==> config.mk <==
export PLATFORM = sky130hd
export DESIGN_NAME = control_multiplicador
export DESIGN_NICKNAME = d
export VERILOG_FILES = /design/src/rtl/control_multiplicador.sv
export SDC_FILE = /design/constraint.sdc
export NUM_CORES = 1
export LEC_CHECK = 0
export ABC_AREA = 1
export BUFFER_PORTS_ARGS = -buffer_cell sky130_fd_sc_hd__buf_2
export CAP_MARGIN = 15
export CORE_MARGIN = 2
export CORE_UTILIZATION = 25
export DETAILED_ROUTE_END_ITERATION = 10
export PLACE_DENSITY = 0.52
export SETUP_SLACK_MARGIN = 0.2
export SLEW_MARGIN = 20
export SYNTH_ARGS = -nofsm -noshare
export SYNTH_HDL_FRONTEND = slang
export SYNTH_SLANG_ARGS = --single-unit
==> constraint.sdc <==
create_clock -name clk -period 1.1 [get_ports clk]
set_input_delay 0.055 -clock clk [delete_from_list [all_inputs] [get_ports clk]]
set_output_delay 0.055 -clock clk [all_outputs]
set_load 0.01 [all_outputs]
==> src/rtl/control_multiplicador.sv <==
// control_multiplicador: Moore sequencer for a shift-add multiplier built from
// four universal registers (A accumulator, Q multiplier, M multiplicand,
// P bit counter). Every output is a registered decode of the state being
// entered, so outputs always correspond to the current state.
module control_multiplicador #(
  parameter int ANCHO = 8,
  parameter int PW    = 4
) (
  input  logic          clk,
  input  logic          rst,
  input  logic          start,
  input  logic          Q0,
  input  logic          P_zero,
  output logic [3:0]    CtrlA,
  output logic [3:0]    CtrlQ,
  output logic [3:0]    CtrlM,
  output logic [3:0]    CtrlP,
  output logic [PW-1:0] CuentaInicial,
  output logic          carry_en,
  output logic          carry_clr,
  output logic          busy,
  output logic          done
);

  // One-hot register control words understood by the universal registers.
  localparam logic [3:0] C_HOLD  = 4'b0000;
  localparam logic [3:0] C_ADD   = 4'b1000;
  localparam logic [3:0] C_SHIFT = 4'b0100;
  localparam logic [3:0] C_DECR  = 4'b0010;
  localparam logic [3:0] C_LOAD  = 4'b0001;

  localparam logic [PW-1:0] CUENTA = PW'(ANCHO);

  typedef enum logic [2:0] {
    S_IDLE  = 3'd0,
    S_LOAD  = 3'd1,
    S_TEST  = 3'd2,
    S_ADD   = 3'd3,
    S_SHIFT = 3'd4,
    S_DONE  = 3'd5
  } state_t;

  state_t     state_q, state_d;
  logic [3:0] ctrl_a_q, ctrl_a_d;
  logic [3:0] ctrl_q_q, ctrl_q_d;
  logic [3:0] ctrl_m_q, ctrl_m_d;
  logic [3:0] ctrl_p_q, ctrl_p_d;
  logic       carry_en_q, carry_en_d;
  logic       carry_clr_q, carry_clr_d;
  logic       busy_q, busy_d;
  logic       done_q, done_d;

  // Next-state selection; unknown encodings fall back to IDLE.
  always_comb begin
    state_d = S_IDLE;
    case (state_q)
      S_IDLE:  state_d = start ? S_LOAD : S_IDLE;
      S_LOAD:  state_d = S_TEST;
      S_TEST: begin
        if (P_zero)  state_d = S_DONE;
        else if (Q0) state_d = S_ADD;
        else         state_d = S_SHIFT;
      end
      S_ADD:   state_d = S_SHIFT;
      S_SHIFT: state_d = S_TEST;
      S_DONE:  state_d = S_IDLE;
      default: state_d = S_IDLE;
    endcase
  end

  // Output decode of the state being entered, so the flops hold Moore outputs.
  always_comb begin
    ctrl_a_d    = C_HOLD;
    ctrl_q_d    = C_HOLD;
    ctrl_m_d    = C_HOLD;
    ctrl_p_d    = C_HOLD;
    carry_en_d  = 1'b0;
    carry_clr_d = 1'b0;
    busy_d      = 1'b0;
    done_d      = 1'b0;
    case (state_d)
      S_LOAD: begin
        ctrl_a_d    = C_LOAD;
        ctrl_q_d    = C_LOAD;
        ctrl_m_d    = C_LOAD;
        ctrl_p_d    = C_LOAD;
        carry_clr_d = 1'b1;
        busy_d      = 1'b1;
      end
      S_TEST: begin
        busy_d = 1'b1;
      end
      S_ADD: begin
        ctrl_a_d   = C_ADD;
        carry_en_d = 1'b1;
        busy_d     = 1'b1;
      end
      S_SHIFT: begin
        // A takes the adder carry at its MSB, Q takes A[0]: datapath wiring.
        ctrl_a_d    = C_SHIFT;
        ctrl_q_d    = C_SHIFT;
        ctrl_p_d    = C_DECR;
        carry_clr_d = 1'b1;
        busy_d      = 1'b1;
      end
      S_DONE: begin
        done_d = 1'b1;
      end
      default: begin
        busy_d = 1'b0;
      end
    endcase
  end

  // State and registered outputs; reset forces IDLE with quiet outputs.
  always_ff @(posedge clk) begin
    if (rst) begin
      state_q     <= S_IDLE;
      ctrl_a_q    <= C_HOLD;
      ctrl_q_q    <= C_HOLD;
      ctrl_m_q    <= C_HOLD;
      ctrl_p_q    <= C_HOLD;
      carry_en_q  <= 1'b0;
      carry_clr_q <= 1'b0;
      busy_q      <= 1'b0;
      done_q      <= 1'b0;
    end else begin
      state_q     <= state_d;
      ctrl_a_q    <= ctrl_a_d;
      ctrl_q_q    <= ctrl_q_d;
      ctrl_m_q    <= ctrl_m_d;
      ctrl_p_q    <= ctrl_p_d;
      carry_en_q  <= carry_en_d;
      carry_clr_q <= carry_clr_d;
      busy_q      <= busy_d;
      done_q      <= done_d;
    end
  end

  assign CtrlA         = ctrl_a_q;
  assign CtrlQ         = ctrl_q_q;
  assign CtrlM         = ctrl_m_q;
  assign CtrlP         = ctrl_p_q;
  assign carry_en      = carry_en_q;
  assign carry_clr     = carry_clr_q;
  assign busy          = busy_q;
  assign done          = done_q;
  assign CuentaInicial = CUENTA;

endmodule
; Word-level counts from Yosys, hierarchy flattened
; Cells that the tools add are included.
[word_totals]
regBits = 23
[op_classes]
n_eq_ne = 9
n_mux = 12
reduce_logical = 4
[ops]
columns = op, count
row1 = $eq 3x2->1 const B, 4
row2 = $pmux 3 s4, 1
row3 = $pmux 4 s3, 1
row4 = $eq 3x3->1 const B, 3
row5 = $eq 3x1->1 const B, 2
row6 = $mux 1, 6
row7 = $mux 3, 2
row8 = $pmux 3 s2, 1
row9 = $pmux 2 s2, 1
row10 = $reduce_or 2->1, 2
row11 = $reduce_or 4->1, 1
row12 = $logic_not 3->1, 1

; Longest topological paths before layout
; Gate-level depths: netlist of the first run.
[logic_depth]
ltp_word = 6
ltp_mapped = 8
ltp_nobuf = 8

; Least setup slack after synthesis of the first run
; Ideal clock, no wire load.
[synth_timing]
path_type = reg2reg
start = register state_q[1]
end = register busy_q, in the netlist busy
t_arrival_ns = 0.816
path_slack_ns = 0.167
stages_incl_launch_ff = 8
n_path_buf = 0
path_cell_list = dfxtp_1 -> inv_2 -> nor2_2 -> nand3_2 -> nand2_2 -> nor2_2 -> nand2_2 -> nand2_1
[synth_between]
elab_chain_cells = 6
word_cells_on_any_way = 13
classes_between = 8 x eq/ne / 2 x mux / 3 x reduce/logical
[synth_lines]
columns = item, line_no
row1 = from (decl), 43  ; state_t state_q, state_d;
row2 = from (signal assigned), 128  ; state_q <= state_d;
row3 = $eq 3x3->1 or $eq 3x1->1 (tied branches), 56  ; case (state_q)
row4 = $reduce_or 2->1 (no source line), --
row5 = $pmux 3 s4 (*), 56
row6 = "$eq 3x3->1, or another cell as far along", 81  ; case (state_d)
row7 = $reduce_or 4->1 (no source line) (*), --
row8 = $mux 1 (*), 81
row9 = to (signal assigned), 135  ; busy_q <= busy_d;
row10 = to (decl), 50  ; logic busy_q, busy_d;
; Mark *: on every way between the ends. The rest lies on a longest branch, timed or not.
; A chain may end at the register's enable or synchronous reset.

; Worst setup path after layout of the first run
; Ends and elaborated chain as after synthesis.

==> run_results.csv, run 1 <==
group,metric,value,unit
power,ir_drop,0.000481,V
detailed_routing,drt.antenna.violating_nets,0,
yosys,synth_seq_cells,12,
yosys,synth_area,557,sq um
power,leakagePower,0.399,nW
place,dpl.hpwl,650,um
critical_path,path_class,"register to register",
final_layout,drive_above_1_share,0.494,
critical_path,critPathLaunchType,"register",
job,maxCapViolations,0,
sta,fin_ws,0.0870,ns
critical_path,worstRegToRegCells,7,
critical_path,worstReg2RegEnd,"busy",
sta,finalSetupTns,0,ns
clock_network,cts_tree,"built",
global_route,gr-usage-met2,0.132,
final_layout,final_nets,93,
die,die_area,2620,sq um
critical_path,r2r_slack,0.09,ns
critical_path,arrival,1.17,ns
global_route,grt_pass1_wl,1310,um
detailed_routing,drt-total-wl,914,um
global_route,grt_pass1_vias,353,
place,gp_congestion,0.802,
yosys,syn-instance-count,71,
critical_path,crit_start,"state_q[1]",
global_route,grt_busiest_layer,"met2",
die,dieWidth,51.2,um
global_route,grt_max_degree,9,
place,pre_cts_ws,0.0973,ns
clock_network,h-tree-depth,1,
detailed_routing,dr.pass1.iters,4,
critical_path,cp.required,1.26,ns
place,portBuffers,16,
critical_path,crit_path_end,"busy",
die,start_util,0.259,
detailed_routing,drc_errors,0,
global_route,antenna_found_initial,0,
clock_network,insertion_delay,0.27,ns
yosys,synth.distinct_cells,16,
clock_network,numCtsBuffers,3,
clock_network,cts.sinks,12,
sta,period_needed,1.01,ns
detailed_routing,num_vias,407,
final_layout,antennaDiodeCount,0,
die,io_pins,29,
die,num_rows,17,
outcome,status,"finished clean",
power,p_per_area,1470,nW/um^2
yosys,yosysSeqAreaShare,0.431,
sta,clock_skew,0.00410,ns
global_route,met3_usage,0.0205,
clock_network,clockRootBuffer,"clkbuf_4",
final_layout,area_growth,26.7,%
clock_network,clock_path_buffers,2,
die,die_h,51.2,um
min_path,min_path_type,"input pin to register",
detailed_routing,via_per_inst,3.54,
critical_path,cp_max_fo,4,
detailed_routing,wl_per_cell,7.95,um
detailed_routing,drt-initial-drc-count,5,
global_route,grt-ovfl-total,0,
yosys,avgSynthCellArea,7.84,sq um
sta,slew_viol_final,0,
global_route,grt.total_usage,0.0672,
die,coreArea,2150,sq um
sta,fmax,0.987,GHz
sta,fin_crit_sh,0.921,
sta,finalHoldViolCount,0,
critical_path,r2r-start,"state_q[1]",
yosys,yosys_warnings,0,
clock_network,clkTransAtPathRegs,0.08,ns
sta,grt_setup_unrepaired,"true",
sta,setup_viol,0,
critical_path,cp-end-kind,"register",
global_route,grt_use_met1,0.0559,
[cell usage in the layout, fill, tap and decap left out, types with 2 or more instances in the layout]
cell       n
buf_2     16
conb_1    12
dfxtp_1    9
nor2_1     8
inv_1      6
nand2_1    6
inv_2      4
nand2_4    4
clkbuf_4   3
nor2_4     2
nand2_2    2
nand3_2    2
buf_4      2
dfxtp_2    2
[cell usage after synthesis]
master    instances  area share
nor2_2            2       0.022
nor3_2            1       0.018
o21ai_1           1      0.0090
a21oi_1           1      0.0090
nand2_1           7       0.047
inv_1             6       0.040
dfxtp_1          12        0.43
nand3_2           1       0.018
clkbuf_2          1      0.0090
nand3_1           3       0.027
clkinv_2          1      0.0090
nor2_1            8       0.054
inv_2             5       0.034
buf_4            15        0.20
nand2_2           5       0.056
conb_1            2       0.013
[report_power, final]
part	leakage, nW	total (mW)	internal [mW]	switching [mW]
clock	0.0210	0.342	0.201	0.141
combinational	0.278	0.219	0.0768	0.142
sequential	0.0998	0.480	0.466	0.0140
[worst max-delay path, stage by stage (launching register included)]
cell and delay (ns):
dfxtp_2 0.34, inv_2 0.05, nor2_4 0.13, nand3_2 0.11
nand2_4 0.10, nor2_4 0.05, nand2_4 0.07, nand2_1 0.05
[final cells by class]
type	count	area, sq um
fill	228	1440
clock buffer	4	36.3
sequential	12	246
timing repair buffer	18	95.1
inverter	12	52.6
multi-input combinational	41	240
tap	28	35.0
[through the flow]
| step | utilization | hold WS, ns | cell area [sq um] | power, mW | cells |
|---|---|---|---|---|---|
| floorplan | - | 0.252 | 601 | 0.651 | 81 |
| finish | 0.328 | 0.0496 | 706 | 1.04 | 115 |
| detailed placement | 0.278 | 0.335 | 598 | 0.660 | 109 |
| global route | 0.328 | 0.0570 | 706 | 1.08 | 115 |
| global placement | 0.278 | 0.333 | 598 | 0.659 | 109 |
| CTS | 0.311 | 0.0459 | 668 | 1.02 | 113 |
[worst min-delay path by stage]
stage | startpoint | endpoint | slack [ns] | cells past startpoint
2_1_floorplan | P_zero | CtrlA[3] | 0.25 | 3
3_3_place_gp | rst | state_q[1] | 0.33 | 2
6_report | rst | state_q[0] | 0.05 | 2
4_1_cts | rst | state_q[0] | 0.05 | 2
3_5_place_dp | rst | state_q[1] | 0.34 | 2
5_1_grt | rst | state_q[1] | 0.06 | 2
[flip-flops by register name, indices dropped and copies added (netlist names)]
register / flops
CtrlP: 2
busy: 1
carry_clr: 1
CtrlA: 3
state_q: 3
done: 1
CtrlM: 1
[metal layers]
layer	share of wire	vias to the layer above
li1	-	214
met2	0.53	15
met1	0.41	174
met5	0	-
met3	0.038	4
met4	0.024	0
[repair_timing]
action	4_1_cts	5_1_grt
setup endpoints to repair	6	6
resized for setup	9	5
gates cloned	0	0
hold buffers	0	0
setup buffers	0	2
pin swaps	0	1
[cells by family after synthesis]
| logic type | share of synthesized area |
|---|---|
| flops | 0.431 |
| compound gates | 0.0180 |
| other cells | 0.0135 |
| simple gates | 0.243 |
| buf+inv | 0.294 |
Note: power is estimated with default switching activity, not from simulation.
==> inputs of run 2 (changes only) <==
Settings changed: CORE_UTILIZATION 25 to 40, PLACE_DENSITY 0.52 to 0.75.
==> run_results.csv, run 2 (synthesis gave the netlist of run 1 again) <==
group,metric,value,unit
power,ir_drop,0.000579,V
final_layout,fin_util,0.500,
die,die_h,41.3,um
clock_network,numCtsBuffers,3,
global_route,grt_max_degree,9,
sta,setup_viol,0,
die,num_rows,13,
final_layout,num-fill-cells,132,
die,die_area,1710,sq um
sta,finalHoldViolCount,0,
place,dpl.hpwl,627,um
clock_network,clockRootBuffer,"clkbuf_4",
detailed_routing,drt.antenna.violating_nets,0,
critical_path,crit_start,"state_q[1]",
detailed_routing,num_vias,423,
global_route,grt_pass1_wl,1120,um
final_layout,mostFrequentLayoutCell,"buf_2",
critical_path,arrival,1.17,ns
power,p_per_area,1460,nW/um^2
final_layout,antennaDiodeCount,0,
critical_path,cp.required,1.26,ns
job,maxCapViolations,0,
place,gp_congestion,0.729,
final_layout,drive_above_1_share,0.494,
detailed_routing,drt-total-wl,911,um
sta,finalSetupTns,0,ns
clock_network,cts_tree,"built",
critical_path,path_class,"register to register",
global_route,grt-ovfl-total,0,
global_route,grt.total_usage,0.106,
clock_network,postCtsHoldBufs,0,
critical_path,critPathLaunchType,"register",
detailed_routing,wl_per_cell,9.11,um
critical_path,r2r-start,"state_q[1]",
clock_network,clkTransAtPathRegs,0.07,ns
min_path,hp-start,"rst",
global_route,grt_pass1_vias,292,
die,start_util,0.428,
sta,period_needed,1.01,ns
global_route,antenna_found_initial,0,
die,io_pins,29,
sta,grt_setup_unrepaired,"true",
power,leakagePower,0.379,nW
sta,fmax,0.993,GHz
sta,clock_skew,0.00396,ns
sta,fin_crit_sh,0.915,
die,dieWidth,41.3,um
detailed_routing,drt-initial-drc-count,6,
power,power.total,0.950,mW
critical_path,cp_max_fo,4,
final_layout,final_nets,92,
detailed_routing,dr.pass1.iters,4,
sta,slew_viol_final,0,
detailed_routing,drc_errors,0,
place,dp_cells,96,
final_layout,instances_no_fill,100,
final_layout,area_growth,16.9,%
clock_network,clock_path_buffers,2,
min_path,min_path_type,"input pin to register",
detailed_routing,via_per_inst,4.23,
clock_network,cts.sinks,12,
final_layout,final_cell_mix,"buf_2, conb_1, dfxtp_1, nor2_1, nand2_1",
outcome,status,"finished clean",
die,coreArea,1300,sq um
clock_network,insertion_delay,0.27,ns
clock_network,h-tree-depth,1,
place,portBuffers,16,
critical_path,cp-end-kind,"register",
sta,holdWs,0.0286,ns
## run 2: cell types whose count changed in the layout (fill, tap and decap cells not counted), sizes merged
| cell | change |
|---|---|
| clkbuf | -1 |
| buf | -1 |
| clkinv | -1 |
| inv | +1 |
## run 2: metrics by stage
| stage | setup WS, ns | instance area (sq um) |
|---|---|---|
| after global routing | 0.0508 | 651 |
| after detailed placement | 0.114 | 582 |
| after global placement | 0.115 | 582 |
| final | 0.0933 | 651 |
| after floorplan | 0.195 | 601 |
| after CTS | 0.113 | 619 |
## run 2: worst paths after layout
kind | endpoint | slack [ns] | cells past startpoint
setup / recovery | busy | 0.09 | 6
hold / removal | state_q[0] | 0.03 | 2
setup reg to reg | busy | 0.09 | 6
hold reg to reg | state_q[1] | 0.58 | 3
## run 2: layout make-up
cell class / count / area (sq um) / share of cell area
sequential: 12 / 246 / 0.379
multi-input combinational: 41 / 228 / 0.350
timing repair buffer: 17 / 87.6 / 0.135
inverter: 12 / 47.5 / 0.0731
clock buffer: 3 / 22.5 / 0.0346
tap: 15 / 18.8 / 0.0288
## run 2: critical path, stage by stage, from the launching register on
cell	delay, ns
dfxtp_2	0.33
nor2_1	0.15
nand3_2	0.14
nand2_4	0.11
nor2_4	0.05
nand2_4	0.07
nand2_1	0.05
## run 2: timing repair
item                       CTS  global route
hold endpoints to repair     0             0
setup endpoints to repair    6             8
setup buffers                1             0
gates resized for setup      3             9
pin swaps                    2             2
## run 2: power breakdown
group / total (mW) / internal [mW] / switching [mW]
combinational: 0.201 / 0.0669 / 0.134
clock: 0.270 / 0.127 / 0.143
sequential: 0.479 / 0.466 / 0.0130
## run 2: metal layers
| metal | GRT usage | routed length, um | up-vias |
|---|---|---|---|
| met3 | 0.0319 | 72 | 2 |
| met5 | 0 | 0 | - |
| li1 | - | - | 211 |
| met4 | 0.0726 | 12 | 0 |
| met1 | 0.123 | 325 | 191 |
| met2 | 0.164 | 500 | 19 |
